**src/rtl/ram_arb_pkg.sv**
```systemverilog
// Shared types, constants and the round-robin pick function for the RAM port arbiter.
// Optional statistics counters are enabled by defining RAM_ARB_STATS_EN.
package ram_arb_pkg;

    typedef enum logic {StInit, StRun} arb_state_e;

    localparam int unsigned DEF_AW  = 6;
    localparam int unsigned DEF_DW  = 8;
    localparam int unsigned STAT_W  = 16;
    // Widest requester vector rr_pick handles; narrower callers zero-extend.
    localparam int unsigned MAX_REQ = 4;

    // Walk upward from ptr with wrap at nreq; first valid requester wins (one-hot result).
    function automatic logic [MAX_REQ-1:0] rr_pick(input logic [MAX_REQ-1:0] valid,
                                                   input logic [1:0]         ptr,
                                                   input int unsigned        nreq);
        logic [MAX_REQ-1:0] grant;
        logic               found;
        logic [1:0]         idx;
        grant = '0;
        found = 1'b0;
        for (int unsigned i = 0; i < MAX_REQ; i++) begin
            if (i < nreq && !found) begin
                idx = 2'((32'(ptr) + i) % nreq);
                if (valid[idx]) begin
                    grant[idx] = 1'b1;
                    found      = 1'b1;
                end
            end
        end
        return grant;
    endfunction

endpackage

```
**src/rtl/rr_arbiter.sv**
```systemverilog
// Round-robin arbiter: pointer register plus combinational one-hot grant.
// Reusable for any shared resource; i_en gates all grants.
module rr_arbiter
    import ram_arb_pkg::*;
#(
    parameter int unsigned NREQ = 2
) (
    input  logic            i_clk,
    input  logic            i_rst_n,
    input  logic            i_en,
    input  logic [NREQ-1:0] i_valid,
    output logic [NREQ-1:0] o_grant
);

    localparam int unsigned PW = (NREQ > 1) ? $clog2(NREQ) : 1;

    logic [PW-1:0] r_ptr;
    logic [PW-1:0] w_ptr_d;

    // Grant search starts at the pointer; never grants an invalid requester.
    always_comb begin
        o_grant = i_en ? NREQ'(rr_pick(MAX_REQ'(i_valid), 2'(r_ptr), NREQ)) : '0;
    end

    // Pointer moves just past the winner; holds when nothing is granted.
    always_comb begin
        w_ptr_d = r_ptr;
        for (int unsigned i = 0; i < NREQ; i++) begin
            if (o_grant[i]) begin
                w_ptr_d = (i == NREQ - 1) ? '0 : PW'(i + 1);
            end
        end
    end

    // Pointer register.
    always_ff @(posedge i_clk or negedge i_rst_n) begin
        if (!i_rst_n) begin
            r_ptr <= '0;
        end else begin
            r_ptr <= w_ptr_d;
        end
    end

endmodule

```
**src/rtl/ram_port_arbiter.sv**
```systemverilog
// Shares one external single-port RAM among NREQ requesters with round-robin arbitration.
// Zero-fills the RAM after reset, then serves one access per cycle; reads return one cycle later.
// Define RAM_ARB_STATS_EN to add per-requester grant counters and a conflict counter.
module ram_port_arbiter
    import ram_arb_pkg::*;
#(
    parameter int unsigned NREQ = 2,
    parameter int unsigned AW   = DEF_AW,
    parameter int unsigned DW   = DEF_DW
) (
    input  logic               i_clk,
    input  logic               i_rst_n,
    input  logic [NREQ-1:0]    i_req_valid,
    input  logic [NREQ-1:0]    i_req_we,
    input  logic [NREQ*AW-1:0] i_req_addr,
    input  logic [NREQ*DW-1:0] i_req_wdata,
    output logic [NREQ-1:0]    o_req_ready,
    output logic [NREQ-1:0]    o_rsp_valid,
    output logic [DW-1:0]      o_rsp_rdata,
    output logic               o_init_done,
    output logic               o_ram_we,
    output logic [AW-1:0]      o_ram_addr,
    output logic [DW-1:0]      o_ram_wdata,
    input  logic [DW-1:0]      i_ram_rdata
`ifdef RAM_ARB_STATS_EN
    ,
    input  logic                   i_stat_clr,
    output logic [NREQ*STAT_W-1:0] o_stat_grants,
    output logic [STAT_W-1:0]      o_stat_conflicts
`endif
);

    localparam logic [AW-1:0] CNT_LAST = '1;

    arb_state_e      r_state;
    arb_state_e      w_state_d;
    logic [AW-1:0]   r_cnt;
    logic [AW-1:0]   r_addr;
    logic            r_init_done;
    logic [NREQ-1:0] r_rsp_valid;
    logic [DW-1:0]   r_rsp_rdata;
    logic [NREQ-1:0] w_grant;
    logic [NREQ-1:0] w_rd_grant;

    rr_arbiter #(
        .NREQ (NREQ)
    ) u_arb (
        .i_clk   (i_clk),
        .i_rst_n (i_rst_n),
        .i_en    (r_state == StRun),
        .i_valid (i_req_valid),
        .o_grant (w_grant)
    );

    assign o_req_ready = w_grant;
    assign w_rd_grant  = w_grant & ~i_req_we;
    assign o_rsp_valid = r_rsp_valid;
    assign o_rsp_rdata = r_rsp_rdata;
    assign o_init_done = r_init_done;

    // Next state: leave INIT once the last address has been cleared.
    always_comb begin
        w_state_d = r_state;
        case (r_state)
            StInit: if (r_cnt == CNT_LAST) w_state_d = StRun;
            StRun:  w_state_d = StRun;
        endcase
    end

    // RAM drive: clear sweep in INIT, granted requester in RUN, address held when idle.
    always_comb begin
        o_ram_we    = 1'b0;
        o_ram_addr  = r_addr;
        o_ram_wdata = '0;
        if (r_state == StInit) begin
            // Gated by reset so the RAM sees no write while reset is held.
            o_ram_we   = i_rst_n;
            o_ram_addr = r_cnt;
        end else begin
            for (int unsigned i = 0; i < NREQ; i++) begin
                if (w_grant[i]) begin
                    o_ram_we    = i_req_we[i];
                    o_ram_addr  = i_req_addr[i*AW +: AW];
                    o_ram_wdata = i_req_wdata[i*DW +: DW];
                end
            end
        end
    end

    // State, clear counter, held address and registered read return.
    always_ff @(posedge i_clk or negedge i_rst_n) begin
        if (!i_rst_n) begin
            r_state     <= StInit;
            r_cnt       <= '0;
            r_addr      <= '0;
            r_init_done <= 1'b0;
            r_rsp_valid <= '0;
            r_rsp_rdata <= '0;
        end else begin
            r_state     <= w_state_d;
            r_addr      <= o_ram_addr;
            r_rsp_valid <= w_rd_grant;
            if (r_state == StInit) begin
                r_cnt <= r_cnt + 1'b1;
                if (r_cnt == CNT_LAST) r_init_done <= 1'b1;
            end
            if (|w_rd_grant) r_rsp_rdata <= i_ram_rdata;
        end
    end

`ifdef RAM_ARB_STATS_EN
    logic [STAT_W-1:0] r_stat_grants [NREQ];
    logic [STAT_W-1:0] r_stat_conflicts;
    int unsigned       w_nvalid;
    logic              w_conflict;

    // Conflict = two or more requesters valid in the same cycle.
    always_comb begin
        w_nvalid = 0;
        for (int unsigned i = 0; i < NREQ; i++) begin
            w_nvalid = w_nvalid + 32'(i_req_valid[i]);
        end
        w_conflict = (r_state == StRun) && (w_nvalid >= 2);
    end

    // Saturating counters; clear wins over a same-cycle increment.
    always_ff @(posedge i_clk or negedge i_rst_n) begin
        if (!i_rst_n) begin
            for (int unsigned i = 0; i < NREQ; i++) r_stat_grants[i] <= '0;
            r_stat_conflicts <= '0;
        end else if (i_stat_clr) begin
            for (int unsigned i = 0; i < NREQ; i++) r_stat_grants[i] <= '0;
            r_stat_conflicts <= '0;
        end else begin
            for (int unsigned i = 0; i < NREQ; i++) begin
                if (w_grant[i] && r_stat_grants[i] != '1) begin
                    r_stat_grants[i] <= r_stat_grants[i] + 1'b1;
                end
            end
            if (w_conflict && r_stat_conflicts != '1) begin
                r_stat_conflicts <= r_stat_conflicts + 1'b1;
            end
        end
    end

    // Pack per-requester counters onto the flat output.
    always_comb begin
        o_stat_grants = '0;
        for (int unsigned i = 0; i < NREQ; i++) begin
            o_stat_grants[i*STAT_W +: STAT_W] = r_stat_grants[i];
        end
    end

    assign o_stat_conflicts = r_stat_conflicts;
`endif

endmodule

```
**config.mk**
```make
export PLATFORM = sky130hd
export DESIGN_NAME = ram_port_arbiter
export DESIGN_NICKNAME = d
export VERILOG_FILES = /design/src/rtl/ram_arb_pkg.sv /design/src/rtl/rr_arbiter.sv /design/src/rtl/ram_port_arbiter.sv
export SDC_FILE = /design/constraint.sdc
export NUM_CORES = 1
export LEC_CHECK = 0
export ABC_AREA = 1
export CORE_MARGIN = 8
export CORE_UTILIZATION = 42
export CTS_CLUSTER_DIAMETER = 80
export DETAILED_ROUTE_END_ITERATION = 6
export PLACE_DENSITY_LB_ADDON = 0.08
export SLEW_MARGIN = 10
export SYNTH_ARGS = -nofsm -noshare
export SYNTH_HDL_FRONTEND = slang
export SYNTH_HIERARCHICAL = 1
export SYNTH_SLANG_ARGS = --single-unit
```
**constraint.sdc**
```tcl
create_clock -name i_clk -period 2.1 [get_ports i_clk]
set_clock_uncertainty 0.05 [all_clocks]
set_input_delay 0.21 -clock i_clk [delete_from_list [all_inputs] [get_ports i_clk]]
set_output_delay 0.21 -clock i_clk [all_outputs]
set_load 0.01 [all_outputs]
```
==> results of run 1 <==
[per-stage QoR]
stage                     total power, uW    TNS, ns
after floorplan                     493.3          0
after global placement              582.8     -2.680
after detailed placement            583.4     -2.554
after CTS                           793.7          0
after global routing                812.5  -0.008215
final                               782.9          0
[registers in the layout (all words and copies together), names as in the netlist]
name,cells
o_init_done,1
o_rsp_rdata,8
o_rsp_valid,2
r_addr,6
r_cnt,6
r_state,1
u_arb/r_ptr,1
[final timing paths]
| check | startpoint | to | slack (ns) | depth (start not counted) |
|---|---|---|---|---|
| hold / removal | i_rst_n | o_init_done | 0.25 | 2 |
| hold reg to reg | o_init_done | o_init_done | 0.45 | 1 |
| min in group i_clk | i_ram_rdata[4] | o_rsp_rdata[4] | 0.37 | 3 |
| setup / recovery | r_state | o_ram_wdata[0] | 0.14 | 9 |
| setup reg to reg | r_state | o_rsp_rdata[2] | 0.54 | 8 |
| max in group asynchronous | i_rst_n | o_rsp_rdata[4] | 1.52 | 2 |
[kinds of logic after synthesis]
group | after synthesis | share of synthesized area (%)
flops | 25 | 47.89
buf+inv | 27 | 8.908
xor+xnor | 2 | 1.341
compound gates | 22 | 8.621
fa+ha+maj | 1 | 0.9577
simple gates | 104 | 32.28
[worst max-delay path, delay by kind of cell (launching register included)]
| family | cells | cell delay (ns) |
|---|---|---|
| compound gates | 1 | 0.11 |
| buf+inv | 4 | 0.48 |
| flops | 1 | 0.41 |
| simple gates | 4 | 0.38 |
[power groups by stage]
stage	combinational, uW	sequential [uW]	clock [uW]
after global placement	92.3	490	0
after CTS	93.0	481	219
after floorplan	2.70	491	0
after detailed placement	92.9	490	0
after global routing	99.7	482	231
final	92.2	481	209
[what timing repair did]
item                                    CTS  global route
resized for setup                        18            43
buffers inserted                          3             1
endpoints found under the setup margin   16            14
pin swaps                                 0             1
[placed cells by master (no fill, tap or decap), types with 2 or more instances in the layout]
master,instances
a21oi_1,10
a21oi_2,2
buf_2,2
buf_4,16
buf_6,3
clkbuf_2,10
clkbuf_4,3
clkdlybuf4s15_1,2
clkdlybuf4s50_1,53
dfrtp_1,25
inv_1,17
inv_4,3
nand2_1,74
nand2_2,2
nand3_1,15
nor2_1,10
o21ai_0,6
o21ai_1,3
[area by class of cell]
| type | instances | share of cell area (%) |
|---|---|---|
| clock inverter | 1 | 0.2309 |
| timing repair buffer | 89 | 37.18 |
| tap | 33 | 1.905 |
| multi-input combinational | 129 | 26.62 |
| clock buffer | 3 | 1.039 |
| inverter | 21 | 4.157 |
| sequential | 25 | 28.87 |
[per-layer routing]
layer	global-route usage, %	routed length [um]	up-vias
li1	-	-	735
met1	21.90	1966	647
met2	25.91	1843	39
met3	3.487	207	2
met4	4.082	25	0
met5	0	0	-
==> flow_summary.ini, run 1 <==
[run_status]
status = finished clean

[detailed_routing]
vias = 1423
first_pass_iters = 4
drt-total-wl_um = 4043
ant_nets = 0
drtIter0Drc = 56
drc = 0
viasPerCell = 4.728
wire_per_inst_um = 13.43

[floorplanning]
core_region_area_um2 = 3003
rows = 20
initial_core_util_pct = 43.50
die_x_um = 71.77
ios = 70
fp.dieArea_um2 = 5151
die_y_um = 71.77

[power_and_ir_drop]
p_sw_uw = 161.7
vdd.ir_drop.worst_v = 0.0003743
power.density_nw_per_um2 = 361.2
p_seq_share_pct = 61.5
power_frac_comb_pct = 11.8
leakage_uw = 0.001100
swShare_pct = 20.65
clkPwrFrac_pct = 26.7
internal-power_uw = 621.2

[global_routing]
track_usage_pct = 16.35
grt.overflow.total = 0
grt_first_pass_wirelength_um = 6837
grt_max_degree = 26
antenna_found_initial = 0
grt_pass1_vias = 1401

[clock_tree]
numClockSinks = 25
cts_tree = done
root_buffer = clkbuf_4
insertion_delay_ns = 0.31
path_clk_slew_ns = 0.13
cts_made_buffers = 3
cts.htree.levels = 1
cts_buffer_depth = 2
cts_hold_buffers = 0

[layout]
fin_area_um2 = 2167
multiInputGateArea_um2 = 576.8
diodes = 0
utilization_pct = 72.17
fin_cells = 301
area_growth_pct = 65.90
fillerInstances = 261
drive_gt1_share_pct = 17.16
seq_area_um2 = 625.6
fin_nets = 312

[critical_path]
path_cells = nand2_1 > inv_1 > nand2_2 > inv_4 > inv_4 > nor2_4 > nand2_1 > a21oi_1 > dlygate4sd2_1
endpoint_kind = primary output
critPathArrivalTime_ns = 1.70
timing_worst_setup_path_type = reg -> out
critPathMaxStageDelay_ns = 0.41
start_kind = flop
cp_max_fo = 7
crit_required_ns = 1.84
cpMaxStageDelayCell = dfrtp_1

[yosys]
synth_commonest_cells = 75 x nand2_1, 25 x dfrtp_1, 19 x inv_1, 15 x nand3_1, 12 x a21oi_1
synth-edff-count = 0
synth.avg_cell_area_um2 = 7.217
yosys.area.top_type_share_pct = 47.89
netlist_instances = 181
synth.most_common_cell = nand2_1
syn_area_um2 = 1306
yosys_most_used_dff = dfrtp_1
async_flop_share_pct = 100.0
synthTopCellsByArea = dfrtp_1 48%, nand2_1 22%, nand3_1 5.7%, inv_1 5.5%, a21oi_1 4.6%
ys.warnings.count = 6
ys_seq_area_share_pct = 47.89
synth_cell_types = 17
synth_seq_cells = 25
synth_nets = 224
synth_top_area_cell = dfrtp_1

[timing]
slew_viol_final = 0
post-route-min-period_ns = 1.959
hold_viol = 0
setup_ws_ns = 0.1415
tightest_slew_ns = 0.3073
finalSetupViolations = 0
relSlewSlack_pct = 79.51
max_freq_mhz = 510.6
rsz0062_at_grt = true
period_share_pct = 93.26
whs_ns = 0.2474

[placement]
dp_hpwl_um = 3178
placed_cell_area_um2 = 2133
gp_congestion = 0.8625
placedCellCount = 293
preCtsSetupSlack_ns = -0.1936
port_buffers = 69

[flow_run]
drv_cap = 0

[min_path]
hold_class = in -> async
(Power assumes the default switching activity.)
==> inputs of run 2 (changes only) <==
--- a/config.mk
+++ b/config.mk
@@ -16,3 +16,4 @@
 export SYNTH_HDL_FRONTEND = slang
 export SYNTH_HIERARCHICAL = 1
 export SYNTH_SLANG_ARGS = --single-unit
+export TNS_END_PERCENT = 30
==> run 2 against run 1 <==
  * Core utilization up 1.8 points
  * Combinational power up 0.4%
  * First-iteration DRC count grew 52%
  * Critical path depth increased by 3
  * Die area unchanged
  * Hold slack gained 0.0015 ns
  * Sequential share of layout area decreased by 0.70 points
  * Register-to-register slack got worse by 0.02 ns
==> flow_summary.ini, run 2 (synthesis results as in run 1) <==
[run_status]
status = finished clean

[clock_tree]
cts.htree.levels = 1
cts_buffer_depth = 2
cts_hold_buffers = 0
cts_tree = done
path_clk_slew_ns = 0.14
numClockSinks = 25
root_buffer = clkbuf_4
insertion_delay_ns = 0.31
cts_made_buffers = 3

[detailed_routing]
drt-total-wl_um = 4074
ant_nets = 0
drtIter0Drc = 85
wire_per_inst_um = 13.49
viasPerCell = 4.785
vias = 1445
drc = 0
first_pass_iters = 4

[timing]
setup_ws_ns = 0.03551
period_share_pct = 98.31
tightest_slew_ns = 0.3102
rsz0062_at_grt = true
hold_viol = 0
relSlewSlack_pct = 79.32
max_freq_mhz = 484.4
finalSetupViolations = 0
slew_viol_final = 0
post-route-min-period_ns = 2.064

[floorplanning]
fp.dieArea_um2 = 5151
core_region_area_um2 = 3003
rows = 20
initial_core_util_pct = 43.50
die_y_um = 71.77
ios = 70
die_x_um = 71.77

[layout]
largest_reg_flops = 8
fin_nets = 313
diodes = 0
fin_cells = 302
layout_common_cells = 72 x nand2_1, 53 x clkdlybuf4s50_1, 25 x dfrtp_1
utilization_pct = 73.96
area_growth_pct = 70.02
fillerInstances = 250
layout_commonest_cell = nand2_1
drive_gt1_share_pct = 17.84

[critical_path]
start_kind = flop
crit_required_ns = 1.84
path_cells = nand2_1 > inv_1 > nand2_2 > inv_4 > inv_6 > nor2_4 > buf_6 > buf_6 > buf_6 > nand2_2 > a21oi_2 > buf_2
cp_max_fo = 6
rrSetupSlack_ns = 0.52
timing.critical_path.mode_cell = buf_6
critPathArrivalTime_ns = 1.80
critPathMaxStageDelay_ns = 0.42
crit_buf_inv = 7
cp-startpoint = r_state
reg2reg_from = r_state
endpoint_kind = primary output
crit_family = buffers and inverters
cpMaxStageDelayCell = dfrtp_1
timing_worst_setup_path_type = reg -> out

[global_routing]
grt_first_pass_wirelength_um = 6755
track_usage_pct = 16.14
antenna_found_initial = 0
grt.overflow.total = 0
grt_max_degree = 26
grt_pass1_vias = 1390

[placement]
gp_congestion = 0.8625
placedCellCount = 293
port_buffers = 69
preCtsSetupSlack_ns = -0.1936
dp_hpwl_um = 3178

[power_and_ir_drop]
power.density_nw_per_um2 = 354.1
p_total_uw = 786.5
vdd.ir_drop.worst_v = 0.0003843
leakage_uw = 0.001151

[flow_run]
drv_cap = 0

[min_path]
hold_class = in -> async
-- run 2: cell count changes in the layout (fill, tap and decap cells not counted), sizes merged --
cell,before,now
dlymetal6s2s,1,4
clkbuf,13,9
buf,22,24
-- run 2: worst paths after layout --
check,endpoint,cells after the start
worst max-delay path,o_ram_wdata[7],12
max in group asynchronous,o_rsp_rdata[3],2
worst max register to register,o_rsp_rdata[2],8
worst min register to register,o_init_done,1
worst min-delay path,o_init_done,2
min in group i_clk,o_rsp_rdata[4],3
-- run 2: per-stage QoR --
step	area (um2)	hold WS [ns]	TNS [ns]
4_1_cts	2168	0.2473	-1.180
3_3_place_gp	2133	0.4177	-2.680
5_1_grt	2221	0.2585	-0.4105
6_report	2221	0.2489	0
3_5_place_dp	2133	0.4145	-2.554
2_1_floorplan	1306	-0.1356	0
-- run 2: layer usage --
metal	track usage [%]	vias to the layer above	share of wire, %
li1	-	741	-
met1	21.73	654	49
met2	25.61	48	45
met3	3.208	2	5.5
met4	4.082	0	0.61
met5	0	-	0
-- run 2: power breakdown --
group	switching, uW	internal, uW	total (uW)
registers	0	481	481
clock network	141	71.2	212
logic	23.9	68.7	92.6
total	165	621	786
-- run 2: repair_timing --
item / 4_1_cts / 5_1_grt
buffers inserted: 0 / 5
pin swaps: 0 / 1
resized for setup: 15 / 43
endpoints found under the setup margin: 16 / 16
-- run 2: final cells by class --
| type | count | area, um2 | area share [%] |
|---|---|---|---|
| Sequential cell | 25 | 625.6 | 28.17 |
| Multi-Input combinational cell | 129 | 589.3 | 26.54 |
| Tap cell | 33 | 41.29 | 1.859 |
| Inverter | 21 | 90.09 | 4.056 |
| Timing Repair Buffer | 90 | 847.1 | 38.14 |
| Clock buffer | 3 | 22.52 | 1.014 |
| Clock inverter | 1 | 5.005 | 0.2254 |
==> inputs of run 3 (changes only) <==
--- a/config.mk
+++ b/config.mk
@@ -10,6 +10,7 @@
 export CORE_UTILIZATION = 42
 export CTS_CLUSTER_DIAMETER = 80
 export DETAILED_ROUTE_END_ITERATION = 6
+export MAX_ROUTING_LAYER = met4
 export PLACE_DENSITY_LB_ADDON = 0.08
 export SLEW_MARGIN = 10
 export SYNTH_ARGS = -nofsm -noshare
==> run 3 against run 2 <==
  * Die area is the same
  * Register-to-register slack is essentially flat
  * Clock-buffer cell count is the same
  * Final cell count is the same
  * Clock power is essentially flat
  * Sequential cell count is the same
  * Setup slack gained 0.0044 ns
  * Critical endpoint unchanged
  * Largest cell class unchanged
  * Largest power group unchanged
  * Highest routed layer unchanged
==> flow_summary.ini, run 3 (synthesis results as in run 1) <==
[run_status]
status = finished clean

[timing]
post-route-min-period_ns = 2.060
relSlewSlack_pct = 79.49
hold_viol = 0
rsz0062_at_grt = true
max_freq_mhz = 485.4
setup_ws_ns = 0.03990
finalSetupViolations = 0
period_share_pct = 98.10
setup_tns_ns = 0
slew_viol_final = 0
tightest_slew_ns = 0.3077

[placement]
placed_cell_area_um2 = 2133
port_buffers = 69
preCtsSetupSlack_ns = -0.1936
gp_congestion = 0.8763
dp_hpwl_um = 3178

[min_path]
hold_class = in -> async

[critical_path]
cpMaxStageDelayCell = dfrtp_1
reg2reg_from = r_state
worstRegToRegCells = 8
timing_worst_setup_path_type = reg -> out
path_cells = nand2_1 > inv_1 > nand2_2 > inv_4 > inv_6 > nor2_4 > buf_6 > buf_6 > buf_6 > nand2_2 > a21oi_2 > buf_2
timing.critical_path.mode_cell = buf_6
critPathMaxStageDelay_ns = 0.42
endpoint_kind = primary output
crit_required_ns = 1.84
critPathArrivalTime_ns = 1.80
start_kind = flop
cp_max_fo = 6
rrSetupSlack_ns = 0.52
r2r_end = o_rsp_rdata[2]

[floorplanning]
die_y_um = 71.77
fp.dieArea_um2 = 5151
rows = 20
core_region_area_um2 = 3003
initial_core_util_pct = 43.50
ios = 70
die_x_um = 71.77

[detailed_routing]
viasPerCell = 4.825
ant_nets = 0
vias = 1457
drt-total-wl_um = 4096
wire_per_inst_um = 13.56
drtIter0Drc = 92
first_pass_iters = 4
drc = 0

[clock_tree]
cts_tree = done
root_buffer = clkbuf_4
insertion_delay_ns = 0.31
cts_made_buffers = 3
numClockSinks = 25
cts.htree.levels = 1
cts_hold_buffers = 0
cts_buffer_depth = 2
path_clk_slew_ns = 0.14

[layout]
fillerInstances = 250
drive_gt1_share_pct = 17.84
diodes = 0
multiInputGateArea_um2 = 589.3
layout_common_cells = 72 x nand2_1, 53 x clkdlybuf4s50_1, 25 x dfrtp_1
largest_reg_flops = 8
layout_commonest_cell = nand2_1
fin_area_um2 = 2221
seq_area_um2 = 625.6
area_growth_pct = 70.02
fin_nets = 313

[power_and_ir_drop]
vdd.ir_drop.worst_v = 0.0003840
power.density_nw_per_um2 = 353.9
leakage_uw = 0.001151

[global_routing]
grt_pass1_vias = 1388
antenna_found_initial = 0
track_usage_pct = 16.61
grt_first_pass_wirelength_um = 6748
grt.overflow.total = 0
grt_max_degree = 26

[flow_run]
drv_cap = 0
-- run 3: report_power, final --
part	switching [uW]	total (uW)	internal, uW
combinational	23.7	92.5	68.7
sequential	0	481	481
clock	141	212	71.2
total	165	786	621
-- run 3: worst max-delay path by stage --
| stage | end | start | slack (ns) | cells after the start |
|---|---|---|---|---|
| finish | o_ram_wdata[7] | r_state | 0.04 | 12 |
| global placement | o_ram_addr[2] | i_req_valid[1] | -0.23 | 7 |
| CTS | o_ram_wdata[7] | r_state | -0.20 | 9 |
| floorplan | o_ram_addr[1] | r_state | 0.22 | 5 |
| detailed placement | o_ram_wdata[7] | i_req_valid[0] | -0.19 | 10 |
| global route | o_ram_addr[2] | r_state | -0.10 | 7 |
-- run 3: layer usage --
metal  vias to the layer above  routed length (um)  GRT usage (%)
li1                        742                   -              -
met1                       667                2023          22.31
met2                        46                1850          25.51
met3                         2                 198          2.510
met4                         0                  24          4.082
met5                         -                   0              -
-- run 3: metrics by stage --
step,cells,power [uW],hold WS [ns],util [%]
after floorplan,181,493.3,-0.1356,-
after global placement,293,582.8,0.4177,71.04
after detailed placement,293,583.4,0.4145,71.04
after CTS,297,793.7,0.2473,72.21
after global routing,302,812.7,0.2592,73.96
final,302,785.9,0.2478,73.96
-- run 3: critical path, delay by kind of cell (launching register included) --
kind | cells | cell delay, ns
buffers and inverters | 7 | 0.66
DFF | 1 | 0.42
and+or+nand+nor | 4 | 0.33
AOI/OAI and AO/OA | 1 | 0.10
-- run 3: timing repair --
item                       in CTS  in global routing
buffers inserted                0                  5
pin swaps                       0                  1
resized for setup              15                 43
setup endpoints to repair      16                 16
-- run 3: layout make-up --
type	count	share of cell area [%]
Sequential cell	25	28.17
Multi-Input combinational cell	129	26.54
Inverter	21	4.056
Tap cell	33	1.859
Clock inverter	1	0.2254
Timing Repair Buffer	90	38.14
Clock buffer	3	1.014
